## src/rtl/div32_seq_if.sv

```systemverilog
// Start/busy/done handshake bundle for the div32_seq iterative divider.
interface div32_seq_if;
  logic        start;
  logic        is_signed;
  logic [31:0] dividend;
  logic [31:0] divisor;
  logic        busy;
  logic        done;
  logic [31:0] quotient;
  logic [31:0] remainder;
  logic        div_zero;

  modport master (
    output start, is_signed, dividend, divisor,
    input  busy, done, quotient, remainder, div_zero
  );

  modport slave (
    input  start, is_signed, dividend, divisor,
    output busy, done, quotient, remainder, div_zero
  );
endinterface

```

## src/rtl/div32_seq.sv

```systemverilog
// Iterative 32-bit restoring divider, one quotient bit per clock, trial subtract on cla32.
// Define DIV_SIGNED_EN to honour is_signed (magnitude conversion + sign fix-up in FIX).
module cla32 (
  input  logic [31:0] a,
  input  logic [31:0] b,
  input  logic        cin,
  output logic [31:0] sum,
  output logic        cout
);
  logic [31:0] g, p;
  logic [8:0]  c;

  assign g    = a & b;
  assign p    = a ^ b;
  assign c[0] = cin;
  assign cout = c[8];

  // 4-bit lookahead groups; group carries chain through G/P
  for (genvar k = 0; k < 8; k++) begin : g_grp
    logic [3:0] gg, pp;
    logic       c1, c2, c3, gp, pg;
    assign gg = g[4*k +: 4];
    assign pp = p[4*k +: 4];
    assign c1 = gg[0] | (pp[0] & c[k]);
    assign c2 = gg[1] | (pp[1] & gg[0]) | (&pp[1:0] & c[k]);
    assign c3 = gg[2] | (pp[2] & gg[1]) | (&pp[2:1] & gg[0]) | (&pp[2:0] & c[k]);
    assign gp = gg[3] | (pp[3] & gg[2]) | (&pp[3:2] & gg[1]) | (&pp[3:1] & gg[0]);
    assign pg = &pp;
    assign c[k+1]      = gp | (pg & c[k]);
    assign sum[4*k +: 4] = pp ^ {c3, c2, c1, c[k]};
  end
endmodule

module div32_seq #(
  parameter int XLEN = 32
) (
  input  logic       clk,
  input  logic       rst_n,
  div32_seq_if.slave bus
);
  if (XLEN != 32) begin : g_bad_xlen
    $error("div32_seq: only XLEN=32 is supported");
  end

  typedef enum logic [1:0] {IDLE, CALC, FIX} state_t;

  state_t      state, state_n;
  logic [4:0]  cnt, cnt_n;
  logic [31:0] r, r_n, q, q_n, d, d_n, dvd, dvd_n;
  logic [31:0] quo, quo_n, rem, rem_n;
  logic        dz, dz_n, busy_r, busy_n, done_r, done_n, dzo, dzo_n;
  logic [31:0] r_sh, diff, mag_a, mag_b, q_fix, r_fix;
  logic        no_borrow, accept;

  assign accept = (state == IDLE) && bus.start;
  assign r_sh   = {r[30:0], q[31]};

  cla32 u_sub (.a(r_sh), .b(~d), .cin(1'b1), .sum(diff), .cout(no_borrow));

`ifdef DIV_SIGNED_EN
  logic sa, sb, neg_q, neg_r;
  assign sa    = bus.is_signed & bus.dividend[31];
  assign sb    = bus.is_signed & bus.divisor[31];
  assign mag_a = sa ? -bus.dividend : bus.dividend;
  assign mag_b = sb ? -bus.divisor  : bus.divisor;
  // 0x8000_0000 / -1 lands on 0x8000_0000 rem 0 naturally: |a|=2^31, negation wraps
  assign q_fix = neg_q ? -q : q;
  assign r_fix = neg_r ? -r : r;

  always_ff @(posedge clk or negedge rst_n) begin
    if (!rst_n) begin
      neg_q <= 1'b0;
      neg_r <= 1'b0;
    end else if (accept) begin
      neg_q <= sa ^ sb;
      neg_r <= sa;
    end
  end
`else
  assign mag_a = bus.dividend;
  assign mag_b = bus.divisor;
  assign q_fix = q;
  assign r_fix = r;
`endif

  always_ff @(posedge clk or negedge rst_n) begin
    if (!rst_n) begin
      state  <= IDLE;
      cnt    <= '0;
      r      <= '0;
      q      <= '0;
      d      <= '0;
      dvd    <= '0;
      dz     <= 1'b0;
      quo    <= '0;
      rem    <= '0;
      dzo    <= 1'b0;
      busy_r <= 1'b0;
      done_r <= 1'b0;
    end else begin
      state  <= state_n;
      cnt    <= cnt_n;
      r      <= r_n;
      q      <= q_n;
      d      <= d_n;
      dvd    <= dvd_n;
      dz     <= dz_n;
      quo    <= quo_n;
      rem    <= rem_n;
      dzo    <= dzo_n;
      busy_r <= busy_n;
      done_r <= done_n;
    end
  end

  always_comb begin
    state_n = state;
    cnt_n   = cnt;
    r_n     = r;
    q_n     = q;
    d_n     = d;
    dvd_n   = dvd;
    dz_n    = dz;
    quo_n   = quo;
    rem_n   = rem;
    dzo_n   = dzo;
    busy_n  = busy_r;
    done_n  = 1'b0;
    case (state)
      IDLE: begin
        if (bus.start) begin
          q_n     = mag_a;
          d_n     = mag_b;
          r_n     = '0;
          cnt_n   = '0;
          dvd_n   = bus.dividend;
          dz_n    = (bus.divisor == 32'd0);
          busy_n  = 1'b1;
          state_n = CALC;
        end
      end
      CALC: begin
        // partial remainder stays below the divisor, so cout alone is the 33-bit compare
        q_n   = {q[30:0], no_borrow};
        r_n   = no_borrow ? diff : r_sh;
        cnt_n = cnt + 5'd1;
        if (cnt == 5'd31) state_n = FIX;
      end
      FIX: begin
        busy_n  = 1'b0;
        done_n  = 1'b1;
        state_n = IDLE;
        if (dz) begin
          quo_n = 32'hFFFF_FFFF;
          rem_n = dvd;
          dzo_n = 1'b1;
        end else begin
          quo_n = q_fix;
          rem_n = r_fix;
          dzo_n = 1'b0;
        end
      end
      default: state_n = IDLE;
    endcase
  end

  assign bus.busy      = busy_r;
  assign bus.done      = done_r;
  assign bus.quotient  = quo;
  assign bus.remainder = rem;
  assign bus.div_zero  = dzo;
endmodule
```

## src/flat_wrapper.sv

```systemverilog
// flat-port wrapper written by rule: the top's interface ports become plain ports
module div32_seq_flat 
#(
  parameter int XLEN = 32
)
  (clk, rst_n, bus_start, bus_is_signed, bus_dividend, bus_divisor, bus_busy, bus_done, bus_quotient, bus_remainder, bus_div_zero);
  div32_seq_if bus_i ();
  input  logic clk;
  input  logic rst_n;
  input wire logic [$bits(bus_i.start)-1:0] bus_start;
  input wire logic [$bits(bus_i.is_signed)-1:0] bus_is_signed;
  input wire logic [$bits(bus_i.dividend)-1:0] bus_dividend;
  input wire logic [$bits(bus_i.divisor)-1:0] bus_divisor;
  output wire logic [$bits(bus_i.busy)-1:0] bus_busy;
  output wire logic [$bits(bus_i.done)-1:0] bus_done;
  output wire logic [$bits(bus_i.quotient)-1:0] bus_quotient;
  output wire logic [$bits(bus_i.remainder)-1:0] bus_remainder;
  output wire logic [$bits(bus_i.div_zero)-1:0] bus_div_zero;
  assign bus_i.start = bus_start;
  assign bus_i.is_signed = bus_is_signed;
  assign bus_i.dividend = bus_dividend;
  assign bus_i.divisor = bus_divisor;
  assign bus_busy = bus_i.busy;
  assign bus_done = bus_i.done;
  assign bus_quotient = bus_i.quotient;
  assign bus_remainder = bus_i.remainder;
  assign bus_div_zero = bus_i.div_zero;
  div32_seq #(.XLEN(XLEN)) u_core (.clk(clk), .rst_n(rst_n), .bus(bus_i));
endmodule
```

## config.mk

```make
export PLATFORM = sky130hd
export DESIGN_NAME = div32_seq_flat
export DESIGN_NICKNAME = d
export VERILOG_FILES = /design/src/rtl/div32_seq_if.sv /design/src/rtl/div32_seq.sv /design/src/flat_wrapper.sv
export SDC_FILE = /design/constraint.sdc
export NUM_CORES = 1
export LEC_CHECK = 0
export BUFFER_PORTS_ARGS = -buffer_cell sky130_fd_sc_hd__buf_2
export CAP_MARGIN = 20
export CORE_MARGIN = 2
export CORE_UTILIZATION = 50
export CTS_CLUSTER_SIZE = 8
export DETAILED_ROUTE_END_ITERATION = 8
export HOLD_SLACK_MARGIN = 0.1
export PLACE_DENSITY = 0.72
export RECOVER_POWER = 25
export SLEW_MARGIN = 20
export SYNTH_ARGS = -nofsm -noshare
export SYNTH_HDL_FRONTEND = slang
export SYNTH_SLANG_ARGS = --single-unit
```

## constraint.sdc

```tcl
create_clock -name clk -period 9.8 [get_ports clk]
set_input_delay 1.96 -clock clk [delete_from_list [all_inputs] [get_ports clk]]
set_output_delay 1.96 -clock clk [all_outputs]
set_load 0.05 [all_outputs]
```

== Word level (Yosys, flattened, before mapping) ==
Cells that the tools add are included.
Storage, ports and cells
  flip-flop bits (word level): 203
  input port bits: 68
  output and inout port bits: 67
  word-level logic and storage cells: 257
Cells by class
  add/subtract/negate cells: 1
  equal/unequal tests: 5
  mux-type cells: 16
  bitwise logic cells: 167
  reductions and logical operators: 56
Operators with widths (number)
  $mux W32: 5
  $pmux W32 S2: 2
  $or A1 B1 Y1: 80
  $and A1 B1 Y1: 76
  $reduce_and A2 Y1: 28
  $reduce_and A3 Y1: 16
  $and A32 B32 Y32: 1
  $logic_not A32 Y1: 1
  $not A32 Y32: 1
  $reduce_and A4 Y1: 8
  $xor A32 B32 Y32: 1
  $xor A4 B4 Y4: 8
  $pmux W5 S2: 1
  $add A5 B1 Y5 const B: 1
  $eq A5 B5 Y1 const B: 1
  $mux W5: 1
  $mux W2: 2
  $pmux W2 S2: 1
  $reduce_bool A2 Y1: 2
  $mux W1: 3
  $eq A2 B1 Y1 const B: 1
  $eq A2 B2 Y1 const B: 1
  $logic_not A2 Y1: 1
  $ne A2 B1 Y1 const B: 1
  2 further kinds: 2

== Longest topological paths before layout ==
  depth in word-level cells: 24
  mapped depth: 13
  mapped depth without buffers: 13

== Cells and area by module ==
A second synthesis with hierarchy kept.
Second synthesis, totals
  cell total of the unflattened synthesis: 1043
  area total of the unflattened synthesis: 9794.4 sq um
Modules (own cells, without submodules)
  div32_seq: times used 1, cells each 883, area each 8430.6 sq um, seq. area each 5079.9 sq um
  cla32: times used 1, cells each 160, area each 1363.8 sq um, seq. area each 0.0 sq um

== Least setup slack after synthesis ==
Ideal clock, no wire load.
  path kind: in2reg
  start: in bus_start
  end: reg u_core.d[0]
  library setup time: 133 ps
  data arrival time: 3018 ps
  required time: 9667 ps
  slack: 6649 ps
  stages: 4
  buffers on the path: 2
  path through: nor3b_1 > clkbuf_1 > clkbuf_1 > o21ai_0
On the way
  longest elaborated chain between the ends: 1
Ends and longest elaborated chain
  start: declaration: line flat_wrapper.sv:10  | input wire logic [$bits(bus_i.start)-1:0] bus_start;
  $reduce_and A2 Y1 (no source line)
  end signal: assignment: line div32_seq.sv:105  | d <= d_n;
  end: declaration: line div32_seq.sv:49  | logic [31:0] r, r_n, q, q_n, d, d_n, dvd, dvd_n;
Every way passes these cells.
A chain may end at the register's enable or synchronous reset.

== Worst setup path after layout ==
  start: reg u_core.state[0]
  end: reg u_core.rem[16] (netlist: u_core.bus.remainder[16])
On the way
  longest elaborated chain between the ends: 1
Ends and longest elaborated chain
  start: declaration: line div32_seq.sv:47  | state_t state, state_n;
  start signal: assignment: line div32_seq.sv:101  | state <= state_n;
  $eq A2 B2 Y1: line div32_seq.sv:129  | case (state)
  end signal: assignment: line div32_seq.sv:109  | rem <= rem_n;
  end: declaration: line div32_seq.sv:50  | logic [31:0] quo, quo_n, rem, rem_n;
Every way passes these cells.

==> results.toml <==
[logic_synthesis]
ys_types = 56
yosysMostFrequentCell = "nand2_1"
synth_nets = 1181
synth_top_cell_by_area = "dfrtp_1"
yosys_register_bits = 203
yosysWarnings = 0
synth_edf_count = 0
ys_top_cells_by_count = "277 x nand2_1, 203 x dfrtp_1, 142 x o21ai_0, 58 x mux2i_1, 51 x clkbuf_1"
synthTopCellsByArea = "dfrtp_1 51%, nand2_1 10%, o21ai_0 7.1%"
ys.flop_type = "dfrtp_1"
synthCells = 1071
syn_area_sq_um = 10000
async_flop_share = 1.00
yosysSeqAreaShare = 0.507
synth_area_per_cell_sq_um = 9.36
yosysTopAreaCellShare = 0.507

[worst_setup_path]
cpLargestDelayFamily = "buffers and inverters"
endpoint_kind = "flop"
r2r_cells = 4
crit_buf_inv = 2
arrival_ns = 4.79
slowest_delay_ns = 1.78
path_cells = "clkbuf_1 -> nand2b_1 -> buf_16 -> o21ai_0"
path_class = "reg2reg"
rrSetupSlack_ns = 5.40
cp_max_fo = 72
cp-start-kind = "flop"
r2r-end = "u_core.bus.remainder[16]$_DFFE_PN0P_"
cp.required_ns = 10.19
crit_slowest_cell = "clkbuf_1"
timing.rr.start = "u_core.state[0]$_DFFE_PN0P_"

[drt]
vias_per_cell = 5.46
routed_wl_mm = 23.9
drt-initial-drc-count = 466
ant_nets = 0
wire_per_inst_um = 16.5
route.detailed.drc = 0
vias = 7908
dr.pass1.iters = 5

[timing]
worst-slew-pin-transition_ns = 2.53
clock_skew_ns = 0.0135
max_clock_freq_ghz = 0.227
period_share = 0.449
hold_viol = 0
finalMaxSlewViolations = 128
setup_tns_ns = 0
setup_violations = 0
finalCriticalPeriod_ns = 4.40
rsz0062_at_grt = "no"
worst_slack_ns = 5.40
max-slew-margin-rel = -0.685

[clock_tree]
hold_buffers = 0
cts_setup_buffers = 0
cts-root-buf = "clkbuf_16"
cts_tree = "done"
cts_sinks = 203
clk_path_buf_depth = 3
clk_transition_reported_paths_ns = 0.05
cts_made_buffers = 29
cts_resized = 0
clk_latency_ns = 0.53
htree_num_levels = 1

[pwr]
power_frac_clock = 0.188
power_density_nw_per_um2 = 393
ir_drop_mv = 0.207
switching_share = 0.433
combPwrFrac = 0.486
leakage_nw = 5.62
power.total_mw = 4.56
p_seq_frac = 0.326
switchingPower_mw = 1.98
intPower_mw = 2.59

[global_routing]
grt_overflow = 0
grt_pass1_vias = 7678
grt_pass1_wl_mm = 39.7
grt_use_total = 0.228
antenna_found_initial = 0
grt_max_degree = 96

[flow_run]
drv_cap = 2

[min_path]
holdPathEnd = "u_core.bus.quotient[7]$_DFFE_PN0P_"
whs_path_depth = 2
hold_class = "reg2reg"
min_from = "u_core.bus.quotient[7]$_DFFE_PN0P_"

[die]
die_height_um = 146
std_cell_rows = 51
die_area_sq_um = 21200
core_area_sq_um = 19600
initial_core_util = 0.512
die_w_um = 146
io_pins = 135

[placement]
gp_congestion = 0.912
post-place-ws_ns = 5.37
portBuffers = 133
place_hpwl_mm = 16.5

[final_layout]
layout-drive-gt1-share = 0.160
synthToLayoutAreaGrowth_pct = 15.8
final_nets = 1292
diodes = 0

[outcome]
violations = "capacitance limit, slew limit"
outcome = "complete, but fails checks"
## cell type report
class / count / area [sq um]
clock buffer: 31 / 733
clock inverter: 2 / 16.3
fill: 1701 / 7980
inverter: 39 / 146
multi-input combinational: 765 / 4530
sequential: 203 / 5080
tap: 265 / 332
timing repair buffer: 144 / 773
## placed cells by master, fill, tap and decap left out, types with 2 or more instances in the layout
cell type,synthesis,final
inv_1,39,39
fa_1,7,7
nor3_1,2,2
a21o_1,4,4
buf_2,2,132
nand4_1,6,6
a2bb2oi_1,2,2
or2_2,2,2
nand2b_1,4,4
dfrtp_1,203,201
clkbuf_16,0,29
and3b_1,31,31
nand2_1,277,277
nor2_1,41,41
o21ai_1,27,27
buf_4,0,9
xor2_1,14,14
o211ai_1,3,3
o21bai_1,3,2
a21oi_1,49,49
dfrtp_2,0,2
mux2i_1,58,58
ha_1,35,35
o21ai_0,142,142
nor4_1,9,9
nand3b_1,2,2
a21boi_0,3,3
xnor2_1,6,6
a221o_1,3,3
nand3_1,6,6
o21a_1,2,2
clkbuf_1,51,3
or3_2,2,2
a22o_1,3,3
or3b_2,2,2
## routing by layer
metal,routed length (um),vias up,share of wire,GRT usage
li1,-,3841,-,-
met1,10700,3787,0.45,0.311
met2,11400,230,0.48,0.380
met3,1140,50,0.048,0.0304
met4,650,0,0.027,0.0760
met5,0,-,0,0
## worst reg2reg max path: cells and delay by family (launching register included)
kind	cells	cell delay (ns)
AOI/OAI and AO/OA	1	0.18
buffers and inverters	2	2.11
DFF	1	0.33
and+or+nand+nor	1	1.63
## logic make-up (layout without fill, tap and decap cells)
family / count (synthesis) / after routing / synth area share
AOI/OAI and AO/OA: 254 / 254 / 0.144
DFF: 203 / 203 / 0.507
muxes: 58 / 58 / 0.0579
buffers and inverters: 103 / 216 / 0.0433
adders and majority gates: 42 / 42 / 0.0577
xor gates and xnor gates: 20 / 20 / 0.0175
and+or+nand+nor: 391 / 391 / 0.173
## flip-flops by register name (all words and copies together) (netlist names)
register / count
u_core.bus.quotient: 32
u_core.bus.remainder: 32
u_core.d: 32
u_core.dvd: 32
u_core.q: 32
u_core.r: 32
u_core.cnt: 5
u_core.state: 2
u_core.bus.busy: 1
u_core.bus.div_zero: 1
u_core.bus.done: 1
u_core.dz: 1
## power groups by stage
stage	clock (mW)	sequential [mW]	combinational [mW]
3_5_place_dp	0	1.50	2.22
6_report	0.856	1.49	2.22
2_1_floorplan	0	1.76	1.47
5_1_grt	0.904	1.53	2.47
3_3_place_gp	0	1.48	2.14
4_1_cts	0.869	1.49	2.23
## how the worst max path moves through the flow
stage                                           start                                   end  slack [ns]  depth (start not counted)
after floorplan                             bus_start               u_core.d[0]$_DFFE_PN0P_        6.65                          4
after global placement                      bus_start               u_core.d[0]$_DFFE_PN0P_        5.45                          4
after detailed placement                    bus_start               u_core.d[7]$_DFFE_PN0P_        5.37                          4
after CTS                                   bus_start               u_core.d[7]$_DFFE_PN0P_        5.90                          4
after global routing      u_core.state[0]$_DFFE_PN0P_   u_core.bus.quotient[12]$_DFFE_PN0P_        4.93                          5
final                     u_core.state[0]$_DFFE_PN0P_  u_core.bus.remainder[16]$_DFFE_PN0P_        5.40                          4
## metrics by stage
step           utilization  instance area [sq um]  hold slack [ns]  instances
2_1_floorplan            -                  10000            0.445       1071
3_3_place_gp         0.553                  10800            0.455       1415
3_5_place_dp         0.555                  10900            0.461       1416
4_1_cts              0.593                  11600            0.474       1449
5_1_grt              0.593                  11600            0.493       1449
6_report             0.593                  11600            0.468       1449
Note: power is estimated with default switching activity, not from simulation.
